==> src/rtl/imem_loader.sv <==
// ---------------------------------------------------------------------------
// imem_loader
//
// Byte-stream programmer for the 1024x18 instruction memory. Framed bytes
// arrive from the serial receiver over a valid/ready handshake, are packed
// three at a time into 18-bit instruction words, and are written to the
// instruction memory at consecutive addresses starting from 0. While a frame
// is being loaded the processor is held in reset. When the frame ends, a
// trailing XOR checksum is compared and a done or error pulse is produced.
//
// Frame: SYNC, CNT_HI, CNT_LO, N x (B2, B1, B0), CHK
//   N    = {CNT_HI[1:0], CNT_LO} + 1            (1..1024)
//   word = {B2[1:0], B1, B0}
//   CHK  = XOR of every byte after SYNC and before CHK
//
// Parameters:
//   AWIDTH  instruction memory address width
//   DWIDTH  instruction word width (the byte packing assumes 18)
//   SYNC    frame start byte
//
// Ports:
//   Clk_In          rising-edge clock
//   Rst_n_In        asynchronous active-low reset
//   Byte_In         incoming byte
//   Byte_Valid_In   Byte_In is valid
//   Byte_Ready_Out  loader can accept a byte (low only in the write cycle)
//   Wr_En_Out       instruction memory write strobe, one cycle per word
//   Wr_Add_Out      write address
//   Wr_Data_Out     write data (holds between writes)
//   Cpu_Hold_Out    processor reset request while a frame is in progress
//   Done_Out        one-cycle pulse, frame checksum matched
//   Err_Out         one-cycle pulse, frame checksum mismatched
// ---------------------------------------------------------------------------
module imem_loader #(
    parameter int          AWIDTH = 10,
    parameter int          DWIDTH = 18,
    parameter logic [7:0]  SYNC   = 8'hA5
) (
    input  logic              Clk_In,
    input  logic              Rst_n_In,
    input  logic [7:0]        Byte_In,
    input  logic              Byte_Valid_In,
    output logic              Byte_Ready_Out,
    output logic              Wr_En_Out,
    output logic [AWIDTH-1:0] Wr_Add_Out,
    output logic [DWIDTH-1:0] Wr_Data_Out,
    output logic              Cpu_Hold_Out,
    output logic              Done_Out,
    output logic              Err_Out
);

    typedef enum logic [2:0] {
        ST_IDLE,
        ST_CNT_HI,
        ST_CNT_LO,
        ST_B2,
        ST_B1,
        ST_B0,
        ST_WRITE,
        ST_CHK
    } state_t;

    state_t state;
    state_t state_next;

    logic              accept;

    // The count field in the frame is always 10 bits wide, so the counter
    // needs 11 bits to hold the largest value (1024) regardless of AWIDTH.
    logic [10:0]       words_left;
    logic [1:0]        cnt_hi_bits;
    logic [1:0]        b2_bits;
    logic [7:0]        b1_byte;
    logic [7:0]        run_xor;
    logic [AWIDTH-1:0] wr_addr;
    logic [DWIDTH-1:0] wr_data;
    logic              done_q;
    logic              err_q;

    assign accept = Byte_Valid_In && Byte_Ready_Out;

    // State register.
    always_ff @(posedge Clk_In or negedge Rst_n_In) begin
        if (!Rst_n_In) begin
            state <= ST_IDLE;
        end else begin
            state <= state_next;
        end
    end

    // Next-state logic and the outputs decoded from the state register.
    // Every state except WRITE is ready, so a valid byte alone is enough to
    // advance; this keeps the handshake inputs off the output paths.
    always_comb begin
        state_next     = state;
        Byte_Ready_Out = 1'b1;
        Wr_En_Out      = 1'b0;
        Cpu_Hold_Out   = 1'b1;

        case (state)
            ST_IDLE: begin
                Cpu_Hold_Out = 1'b0;
                if (Byte_Valid_In && (Byte_In == SYNC)) begin
                    state_next = ST_CNT_HI;
                end
            end
            ST_CNT_HI: begin
                if (Byte_Valid_In) begin
                    state_next = ST_CNT_LO;
                end
            end
            ST_CNT_LO: begin
                if (Byte_Valid_In) begin
                    state_next = ST_B2;
                end
            end
            ST_B2: begin
                if (Byte_Valid_In) begin
                    state_next = ST_B1;
                end
            end
            ST_B1: begin
                if (Byte_Valid_In) begin
                    state_next = ST_B0;
                end
            end
            ST_B0: begin
                if (Byte_Valid_In) begin
                    state_next = ST_WRITE;
                end
            end
            ST_WRITE: begin
                Byte_Ready_Out = 1'b0;
                Wr_En_Out      = 1'b1;
                // words_left still counts the word being written this cycle.
                if (words_left == 11'd1) begin
                    state_next = ST_CHK;
                end else begin
                    state_next = ST_B2;
                end
            end
            ST_CHK: begin
                if (Byte_Valid_In) begin
                    state_next = ST_IDLE;
                end
            end
            default: begin
                state_next = ST_IDLE;
            end
        endcase
    end

    // Frame datapath: count, partial word bytes, running checksum, write
    // address and write data. The write data register is only loaded when a
    // word completes, so it holds steady between writes.
    always_ff @(posedge Clk_In or negedge Rst_n_In) begin
        if (!Rst_n_In) begin
            words_left  <= '0;
            cnt_hi_bits <= '0;
            b2_bits     <= '0;
            b1_byte     <= '0;
            run_xor     <= '0;
            wr_addr     <= '0;
            wr_data     <= '0;
        end else begin
            case (state)
                ST_IDLE: begin
                    if (accept && (Byte_In == SYNC)) begin
                        run_xor <= '0;
                    end
                end
                ST_CNT_HI: begin
                    if (accept) begin
                        cnt_hi_bits <= Byte_In[1:0];
                        run_xor     <= run_xor ^ Byte_In;
                    end
                end
                ST_CNT_LO: begin
                    if (accept) begin
                        words_left <= {1'b0, cnt_hi_bits, Byte_In} + 11'd1;
                        wr_addr    <= '0;
                        run_xor    <= run_xor ^ Byte_In;
                    end
                end
                ST_B2: begin
                    if (accept) begin
                        b2_bits <= Byte_In[1:0];
                        run_xor <= run_xor ^ Byte_In;
                    end
                end
                ST_B1: begin
                    if (accept) begin
                        b1_byte <= Byte_In;
                        run_xor <= run_xor ^ Byte_In;
                    end
                end
                ST_B0: begin
                    if (accept) begin
                        wr_data <= DWIDTH'({b2_bits, b1_byte, Byte_In});
                        run_xor <= run_xor ^ Byte_In;
                    end
                end
                ST_WRITE: begin
                    // Address wraps naturally past the top; the word counter
                    // ends the frame before a wrapped address is ever used.
                    wr_addr    <= wr_addr + AWIDTH'(1);
                    words_left <= words_left - 11'd1;
                end
                default: begin
                end
            endcase
        end
    end

    // Completion pulses. They are registered on the CHK acceptance edge so
    // they line up with the return to IDLE, where the hold drops.
    always_ff @(posedge Clk_In or negedge Rst_n_In) begin
        if (!Rst_n_In) begin
            done_q <= 1'b0;
            err_q  <= 1'b0;
        end else begin
            done_q <= 1'b0;
            err_q  <= 1'b0;
            if ((state == ST_CHK) && accept) begin
                done_q <= (Byte_In == run_xor);
                err_q  <= (Byte_In != run_xor);
            end
        end
    end

    assign Wr_Add_Out  = wr_addr;
    assign Wr_Data_Out = wr_data;
    assign Done_Out    = done_q;
    assign Err_Out     = err_q;

endmodule

==> config.mk <==
export PLATFORM = sky130hd
export DESIGN_NAME = imem_loader
export DESIGN_NICKNAME = d
export VERILOG_FILES = /design/src/rtl/imem_loader.sv
export SDC_FILE = /design/constraint.sdc
export NUM_CORES = 1
export LEC_CHECK = 0
export BUFFER_PORTS_ARGS = -buffer_cell sky130_fd_sc_hd__buf_2
export CORE_MARGIN = 2
export CORE_UTILIZATION = 44
export CTS_CLUSTER_SIZE = 12
export DETAILED_ROUTE_END_ITERATION = 7
export SETUP_SLACK_MARGIN = 0.05
export SKIP_CTS_REPAIR_TIMING = 1
export SYNTH_ARGS = -nofsm -noshare
export SYNTH_HDL_FRONTEND = slang
export SYNTH_SLANG_ARGS = --single-unit
==> constraint.sdc <==
create_clock -name Clk_In -period 2.93 [get_ports Clk_In]
set_input_delay 0.293 -clock Clk_In [delete_from_list [all_inputs] [get_ports Clk_In]]
set_output_delay 0.293 -clock Clk_In [all_outputs]
set_load 0.05 [all_outputs]
==> results of run 1 <==
routing by layer:
layer	routed length (um)	global-route usage
met5	0	0
met4	119	0.0647
met3	269	0.0370
met2	3610	0.311
met1	3640	0.263
worst min-delay path: cells and delay by family:
family | cells | cell delay [ns]
buf+inv | 1 | 0.17
compound gates | 2 | 0.15
cell type report:
cell class	count	area share
clock buffers	9	0.0320
repair buffers	49	0.0679
multi-input cells	225	0.421
well taps	102	0.0330
inverters	6	0.00582
flip-flops and latches	64	0.414
clock inverters	7	0.0265
cells in the mapped netlist, drive strengths merged (2+ instances only):
cell type and count:
a31oi 2, a311oi 3, nand4 3, nor3 16
xnor2 6, a22o 2, nand2b 8, nor2 16
xor2 11, dfrtp 64, o31ai 10, buf 21
nor4 8, inv 6, nand2 25, nand3 10
ha 5, o221ai 5, a21oi 10, and3 5
o21ai 23, and2 4, mux2i 3, or3 3
mux2 28
metrics by stage:
stage	worst slack (ns)	hold slack (ns)
final	0.802	0.299
after floorplan	1.28	-0.00259
after detailed placement	0.992	0.342
after global routing	0.668	0.334
after CTS	0.793	-0.0332
after global placement	1.04	0.342
logic make-up after synthesis:
group           after synthesis  synth area share
fa+ha+maj                     5            0.0184
compound gates               66             0.143
buf+inv                      28            0.0479
flops                        64             0.472
mux                          31             0.102
simple gates                106             0.173
xor+xnor                     17            0.0439
worst max-delay path by stage:
stage                  startpoint       endpoint  slack [ns]  cells after the start
floorplan           Wr_Add_Out[2]  Wr_Add_Out[9]        1.28                      4
global placement       Byte_In[0]     run_xor[1]        1.04                      6
detailed placement     Byte_In[0]     run_xor[1]        0.99                      6
CTS                      state[0]      Wr_En_Out        0.79                      3
global route             state[2]      Wr_En_Out        0.67                      3
finish                   state[1]      Wr_En_Out        0.80                      3
power by group through the flow:
stage / clock (W) / sequential (W) / combinational, W
after detailed placement: 0 / 0.00161 / 0.00170
after CTS: 0.000893 / 0.00160 / 0.00171
final: 0.000884 / 0.00160 / 0.00170
after global routing: 0.000935 / 0.00166 / 0.00185
after global placement: 0 / 0.00159 / 0.00168
after floorplan: 0 / 0.00196 / 0.000966
sequential cells by signal, indices dropped and copies added (netlist names):
name and count:
words_left 11, Done_Out 1, Err_Out 1, Wr_Add_Out 10, b1_byte 8, b2_bits 2, cnt_hi_bits 2, run_xor 8
state 3, Wr_Data_Out 18
==> qor.txt, run 1 <==
HPWL after detailed placement: 5100 um
Int Pwr: 0.00231 W
critical-path cell list: nand3b_4 > inv_2 > buf_2
Core ar.: 0.00761 sq mm
Max stage delay on crit path: 0.60 ns
diode count: 0
Die Height: 91.8 um
CP required: 2.64 ns
FMAX: 470 MHz
final wirelength: 7640 um
FF-to-FF Start: state[1]
Layout Nets: 371
fillers: 714
area delta synth->final: 14.0%
final worst-path cycle share: 0.726
die area: 0.00843 sq mm
Reg2Reg Depth: 5
Syn Nets: 333
first drt pass iteration count: 4
max-cap violations: 0
P per Cell Area: 1080 mW/mm^2
top area cells in the synthesized netlist: dfrtp_1 47%, mux2_1 5.3%, mux2_2 4.0%
post-DR vias/cell: 5.54
Critical Path AT: 1.83 ns
RR Endpoint: words_left[8]
number of synthesized flops with an enable pin: 0
Ys Warns: 0
worst setup path class: reg -> out
Initial Util: 0.446
total track usage: 0.193
setup tns final: 0 ns
Bufs and invs on worst path: 2
Yosys reg bits: 64
fin cells: 462
CTS Buf Count: 9
HP Class: in -> reg
logic gate share of total power: 0.406
post-layout util: 0.509
vias in the first global route: 2486
most frequent cells in the layout: 64 x dfrtp_1, 43 x buf_2, 25 x nand2_1
Multi-input gate area: 0.00163 sq mm
maximum VDD drop: 0.000581 V
net load switching power: 0.00186 W
Seq pwr share: 0.382
final hold vios: 0
# IOs: 44
cell taking the most area after synthesis: dfrtp_1
Switching Share: 0.446
Final Total Pwr: 0.00418 W
post-synth top area share: 0.472
most common cell after layout, fill and taps aside: dfrtp_1
hold_sp: Byte_Valid_In
CP delay by family, top: buffers and inverters
Top FF cell, synth: dfrtp_1
1st-iter DRT viols: 102
Rows: 32
min Tclk post-route: 2.13 ns
first-pass GRT wire length: 12700 um
largest net degree at the start of global routing: 27
GP Congestion: 0.771
clock-pin transition on the worst setup and hold timing paths: 0.08 ns
Max FO, Critical Path: 18
clock network power share: 0.212
status: finished clean
drt drc: 0
sequential-to-total area share from yosys stat: 0.472
Async S/R FF share, synth: 1.00
RSZ-0062 raised after global routing: false
root buf cell: clkbuf_8
die width: 91.8 um
worst reg-to-reg setup slack: 1.05 ns
Unique masters post-synth: 54
# port buffers: 43
Clock Sinks: 64
CP max stage cell: dfrtp_1
H-tree Lvls: 3
Final Skew: 0.0104 ns
Max-slew headroom: 0.584
placed inst area: 0.00363 sq mm
grt ovf: 0
share of cells above drive strength 1: 0.253
Setup crit end kind: output pin
Leak Pwr: 1.77 nW
Via Count: 2558
initial antenna violation count: 0
hold path depth: 3
CP startpoint kind: flop
per-cell routed wire length: 16.5 um
worst-skew pair later-pin latency: 0.35 ns
endpoints failing setup: 0
register area: 0.00160 sq mm
worst slew pin tran: 0.625 ns
CTS tree: done
clock buffer depth: 2
synthesized area per cell: 10.7 sq um
Final ANT Viol Nets: 0
Final Cell Area: 0.00387 sq mm
Cells after DPL: 445
max-slew violation count: 0
Synth Instances: 317
worst hold path endpoint: state[0]
Post-Syn Area: 0.00339 sq mm
Power figures use the tool's default switching activity.
==> run 2: changes to the inputs <==
--- a/config.mk
+++ b/config.mk
@@ -5,11 +5,13 @@
 export SDC_FILE = /design/constraint.sdc
 export NUM_CORES = 1
 export LEC_CHECK = 0
+export ABC_AREA = 1
 export BUFFER_PORTS_ARGS = -buffer_cell sky130_fd_sc_hd__buf_2
 export CORE_MARGIN = 2
 export CORE_UTILIZATION = 44
 export CTS_CLUSTER_SIZE = 12
 export DETAILED_ROUTE_END_ITERATION = 7
+export PLACE_DENSITY = 0.66
 export SETUP_SLACK_MARGIN = 0.05
 export SKIP_CTS_REPAIR_TIMING = 1
 export SYNTH_ARGS = -nofsm -noshare
==> constraint.sdc (replaced) <==
create_clock -name Clk_In -period 1.8 [get_ports Clk_In]
set_input_delay 0.18 -clock Clk_In [delete_from_list [all_inputs] [get_ports Clk_In]]
set_output_delay 0.18 -clock Clk_In [all_outputs]
set_load 0.05 [all_outputs]
==> qor.txt, run 2 <==
Leak Pwr: 1.97 nW
final hold vios: 0
post-synth top area share: 0.487
clock-pin transition on the worst setup and hold timing paths: 0.07 ns
largest net degree at the start of global routing: 65
CP delay by family, top: buffers and inverters
drt drc: 0
H-tree Lvls: 3
Final Total Pwr: 0.00735 W
Die Height: 90.4 um
Max FO, Critical Path: 20
total track usage: 0.195
# port buffers: 43
Final ANT Viol Nets: 0
per-cell routed wire length: 13.4 um
Max-slew headroom: 0.653
Via Count: 2836
CP max stage cell: dfrtp_2
worst slew pin tran: 0.519 ns
first-pass GRT wire length: 12700 um
Worst setup startpoint: state[1]
post-DR vias/cell: 5.16
worst-skew pair later-pin latency: 0.35 ns
Ys Warns: 0
max-slew violation count: 0
Reg2Reg Depth: 4
Initial Util: 0.453
post-layout util: 0.530
max-cap violations: 0
CP startpoint kind: flop
FF-to-FF Start: state[0]
Clock Sinks: 64
# IOs: 44
setup tns final: 0 ns
1st-iter DRT viols: 158
GP Congestion: 0.896
number of synthesized flops with an enable pin: 0
Max stage delay on crit path: 0.44 ns
most common cell after layout, fill and taps aside: nand2_1
sequential-to-total area share from yosys stat: 0.487
CP required: 1.62 ns
endpoints failing setup: 0
P per Cell Area: 1910 mW/mm^2
diode count: 0
Core ar.: 0.00725 sq mm
cell taking the most area after synthesis: dfrtp_1
status: finished clean
clock buffer depth: 2
maximum VDD drop: 0.000824 V
CTS tree: done
die area: 0.00817 sq mm
top area cells in the synthesized netlist: dfrtp_1 49%, nand2_1 12%, o21ai_0 6.2%
CTS Buf Count: 9
hold_sp: Byte_In[3]
Largest register FFs: 18
vias in the first global route: 2692
synthesized area per cell: 8.28 sq um
Syn Nets: 413
HP Class: in -> reg
worst setup path class: reg -> out
FMAX: 598 MHz
Rows: 31
final worst-path cycle share: 0.929
Post-Syn Area: 0.00329 sq mm
critical-path cell list: nand2_2 > nor2_2 > buf_6 > clkbuf_4
fillers: 700
first drt pass iteration count: 5
Critical Path AT: 1.49 ns
most frequent cells in the layout: 101 x nand2_1, 62 x dfrtp_1, 41 x inv_1, 41 x o21ai_0, 41 x buf_2
Synth Instances: 397
worst reg-to-reg setup slack: 0.27 ns
share of cells above drive strength 1: 0.195
area delta synth->final: 17.0%
Async S/R FF share, synth: 1.00
min Tclk post-route: 1.67 ns
Final Skew: 0.00883 ns
die width: 90.4 um
Critical Path Stages: 4
crit path to: Wr_En_Out
Layout Nets: 463
Yosys reg bits: 64
initial antenna violation count: 0
final wirelength: 7390 um
most common library cells after synthesis: 101 x nand2_1, 64 x dfrtp_1, 41 x inv_1, 41 x o21ai_0, 34 x nand3_1
Bufs and invs on worst path: 2
RSZ-0062 raised after global routing: false
Unique masters post-synth: 36
grt ovf: 0
HPWL after detailed placement: 5220 um
Top FF cell, synth: dfrtp_1
root buf cell: clkbuf_8
RR Endpoint: Wr_Data_Out[12]
dominant cell by count in the synthesized netlist: nand2_1
Setup crit end kind: output pin
-- run 2: worst reg2reg max path, delay by kind of cell (launching register included) --
family / cells / cell delay (ns)
DFF: 1 / 0.44
and+or+nand+nor: 2 / 0.43
muxes: 1 / 0.41
buffers and inverters: 1 / 0.13
-- run 2: how the worst min path moves through the flow --
stage / cells past startpoint / slack (ns) / endpoint
floorplan: 0 / -0.12 / Done_Out
global placement: 2 / 0.23 / Wr_Data_Out[13]
detailed placement: 2 / 0.22 / Wr_Data_Out[0]
CTS: 2 / -0.15 / Wr_Data_Out[12]
global route: 3 / 0.20 / b1_byte[3]
finish: 3 / 0.19 / b1_byte[3]
-- run 2: cell families (layout without fill, tap and decap cells) --
logic type               Yosys count  in the layout  synth area share
AO/OA/AOI/OAI                     64             64             0.107
XOR/XNOR                          12             12            0.0320
adder cells (fa/ha/maj)            5              5            0.0190
buffers and inverters             56            110            0.0716
flip-flops                        64             64             0.487
multiplexers                      11             11            0.0419
AND/OR/NAND/NOR                  185            185             0.241
-- run 2: through the flow --
stage | cell area [sq um] | hold WS [ns] | std cells | setup slack (ns)
3_5_place_dp | 3620 | 0.224 | 534 | 0.266
2_1_floorplan | 3290 | -0.116 | 397 | 0.218
3_3_place_gp | 3620 | 0.226 | 534 | 0.300
5_1_grt | 3840 | 0.204 | 550 | 0.0557
4_1_cts | 3820 | -0.152 | 549 | -0.109
6_report | 3840 | 0.192 | 550 | 0.129
-- run 2: area by class of cell --
class | instances | area, sq um | share of cell area
Clock buffer | 11 | 151 | 0.0394
Clock inverter | 4 | 53.8 | 0.0140
Inverter | 45 | 169 | 0.0439
Multi-Input combinational cell | 277 | 1450 | 0.377
Sequential cell | 64 | 1600 | 0.417
Tap cell | 99 | 124 | 0.0322
Timing Repair Buffer | 50 | 292 | 0.0758
-- run 2: report_power, final --
group	total (W)	internal [W]	switching, W
combinational	0.00353	0.00106	0.00248
clock	0.00128	0.000709	0.000573
sequential	0.00254	0.00208	0.000456
total	0.00735	0.00385	0.00350
-- run 2: routing by layer --
| metal | vias up | routed length (um) | track usage |
|---|---|---|---|
| li1 | 1396 | - | - |
| met1 | 1364 | 3480 | 0.262 |
| met2 | 61 | 3450 | 0.305 |
| met3 | 15 | 290 | 0.0367 |
| met4 | 0 | 173 | 0.0936 |
| met5 | - | 0 | 0 |
==> run 3: changes to the inputs <==
--- a/config.mk
+++ b/config.mk
@@ -7,11 +7,15 @@
 export LEC_CHECK = 0
 export ABC_AREA = 1
 export BUFFER_PORTS_ARGS = -buffer_cell sky130_fd_sc_hd__buf_2
+export CELL_PAD_IN_SITES_DETAIL_PLACEMENT = 0
+export CELL_PAD_IN_SITES_GLOBAL_PLACEMENT = 1
+export CORE_ASPECT_RATIO = 0.8
 export CORE_MARGIN = 2
-export CORE_UTILIZATION = 44
+export CORE_UTILIZATION = 39
 export CTS_CLUSTER_SIZE = 12
 export DETAILED_ROUTE_END_ITERATION = 7
-export PLACE_DENSITY = 0.66
+export PLACE_DENSITY_LB_ADDON = 0.1
+export RECOVER_POWER = 100
 export SETUP_SLACK_MARGIN = 0.05
 export SKIP_CTS_REPAIR_TIMING = 1
 export SYNTH_ARGS = -nofsm -noshare
==> qor.txt, run 3 (synthesized netlist as in run 2, its figures left out) <==
Critical Path AT: 1.50 ns
fillers: 830
maximum VDD drop: 0.000667 V
CTS tree: done
final wirelength: 8200 um
Final ANT Viol Nets: 0
die area: 0.00918 sq mm
area delta synth->final: 14.3%
Final Cell Area: 0.00376 sq mm
endpoints failing setup: 0
Reg2Reg Depth: 4
Initial Util: 0.408
diode count: 0
placed inst area: 0.00365 sq mm
die width: 107 um
max-slew violation count: 0
max-cap violations: 0
min Tclk post-route: 1.68 ns
Setup WS pre-CTS: 0.241 ns
most common cell after layout, fill and taps aside: nand2_1
worst reg-to-reg setup slack: 0.18 ns
HP Class: in -> reg
Via Count: 2807
grt ovf: 0
Core ar.: 0.00806 sq mm
final setup margin: 0.121 ns
RSZ-0062 raised after global routing: false
crit path to: Wr_En_Out
clock buffer depth: 2
final worst-path cycle share: 0.933
FMAX: 596 MHz
Leak Pwr: 1.83 nW
Rows: 29
vias in the first global route: 2738
Max FO, Critical Path: 20
CP required: 1.62 ns
per-cell routed wire length: 14.6 um
HPWL after detailed placement: 5980 um
Final Skew: 0.00837 ns
first-pass GRT wire length: 14000 um
H-tree Lvls: 3
clock-pin transition on the worst setup and hold timing paths: 0.07 ns
Max-slew headroom: 0.124
largest net degree at the start of global routing: 28
GP Congestion: 0.778
Largest register FFs: 18
# IOs: 44
final hold vios: 0
CTS Buf Count: 9
Worst setup startpoint: state[2]
share of cells above drive strength 1: 0.104
status: finished clean
worst setup path class: reg -> out
Die Height: 86.1 um
P per Cell Area: 1870 mW/mm^2
drt drc: 0
most frequent cells in the layout: 103 x nand2_1, 62 x dfrtp_1, 42 x inv_1
FF-to-FF Start: state[0]
root buf cell: clkbuf_8
Clock Sinks: 64
# port buffers: 43
1st-iter DRT viols: 118
worst-skew pair later-pin latency: 0.34 ns
worst slew pin tran: 1.31 ns
total track usage: 0.196
RR Endpoint: Wr_Data_Out[15]
initial antenna violation count: 0
first drt pass iteration count: 5
post-DR vias/cell: 5.00
Setup crit end kind: output pin
Layout Nets: 465
CP startpoint kind: flop
==> run 3: final cells by class <==
| class | count | area, sq um | share of cell area |
|---|---|---|---|
| clock inverters | 4 | 22.5 | 0.00600 |
| well taps | 108 | 135 | 0.0360 |
| repair buffers | 52 | 270 | 0.0720 |
| inverters | 45 | 169 | 0.0450 |
| clock buffers | 11 | 131 | 0.0350 |
| flip-flops and latches | 64 | 1600 | 0.427 |
| multi-input cells | 277 | 1420 | 0.379 |
==> run 3: layer usage <==
layer	track usage	part of all wire	vias up
met5	0	0	-
met2	0.278	0.42	57
met3	0.0494	0.044	2
met1	0.299	0.53	1344
li1	-	-	1404
met4	0.0437	0.0035	0
==> run 3: power breakdown <==
| part | switching, W | leakage, nW | internal (W) |
|---|---|---|---|
| combinational | 0.00250 | 0.944 | 0.000929 |
| sequential | 0.000467 | 0.809 | 0.00208 |
| clock | 0.000552 | 0.0789 | 0.000486 |
==> run 3: through the flow <==
stage               hold slack [ns]   util  cells  total power, W  setup TNS [ns]
floorplan                    -0.116      -    397         0.00524               0
global placement              0.201  0.454    545         0.00612               0
detailed placement            0.202  0.454    545         0.00616               0
CTS                          -0.169  0.473    560         0.00723          -0.157
global route                  0.221  0.466    561         0.00762               0
finish                        0.209  0.466    561         0.00702               0
==> run 3: worst min-delay path by stage <==
stage / startpoint / end / slack, ns / cells past startpoint
final: Byte_In[0] / words_left[0] / 0.21 / 2
after global routing: Byte_In[7] / Wr_Data_Out[7] / 0.22 / 3
after CTS: Rst_n_In / words_left[4] / -0.17 / 1
after detailed placement: Rst_n_In / Wr_Data_Out[16] / 0.20 / 1
after global placement: Rst_n_In / Wr_Data_Out[16] / 0.20 / 1
after floorplan: Rst_n_In / Done_Out / -0.12 / 0
==> run 3: critical path, cell delays in order, from the launching register on <==
cell and delay [ns]:
dfrtp_2 0.41, nand2_1 0.09, nor2_2 0.13, buf_6 0.22, buf_2 0.29
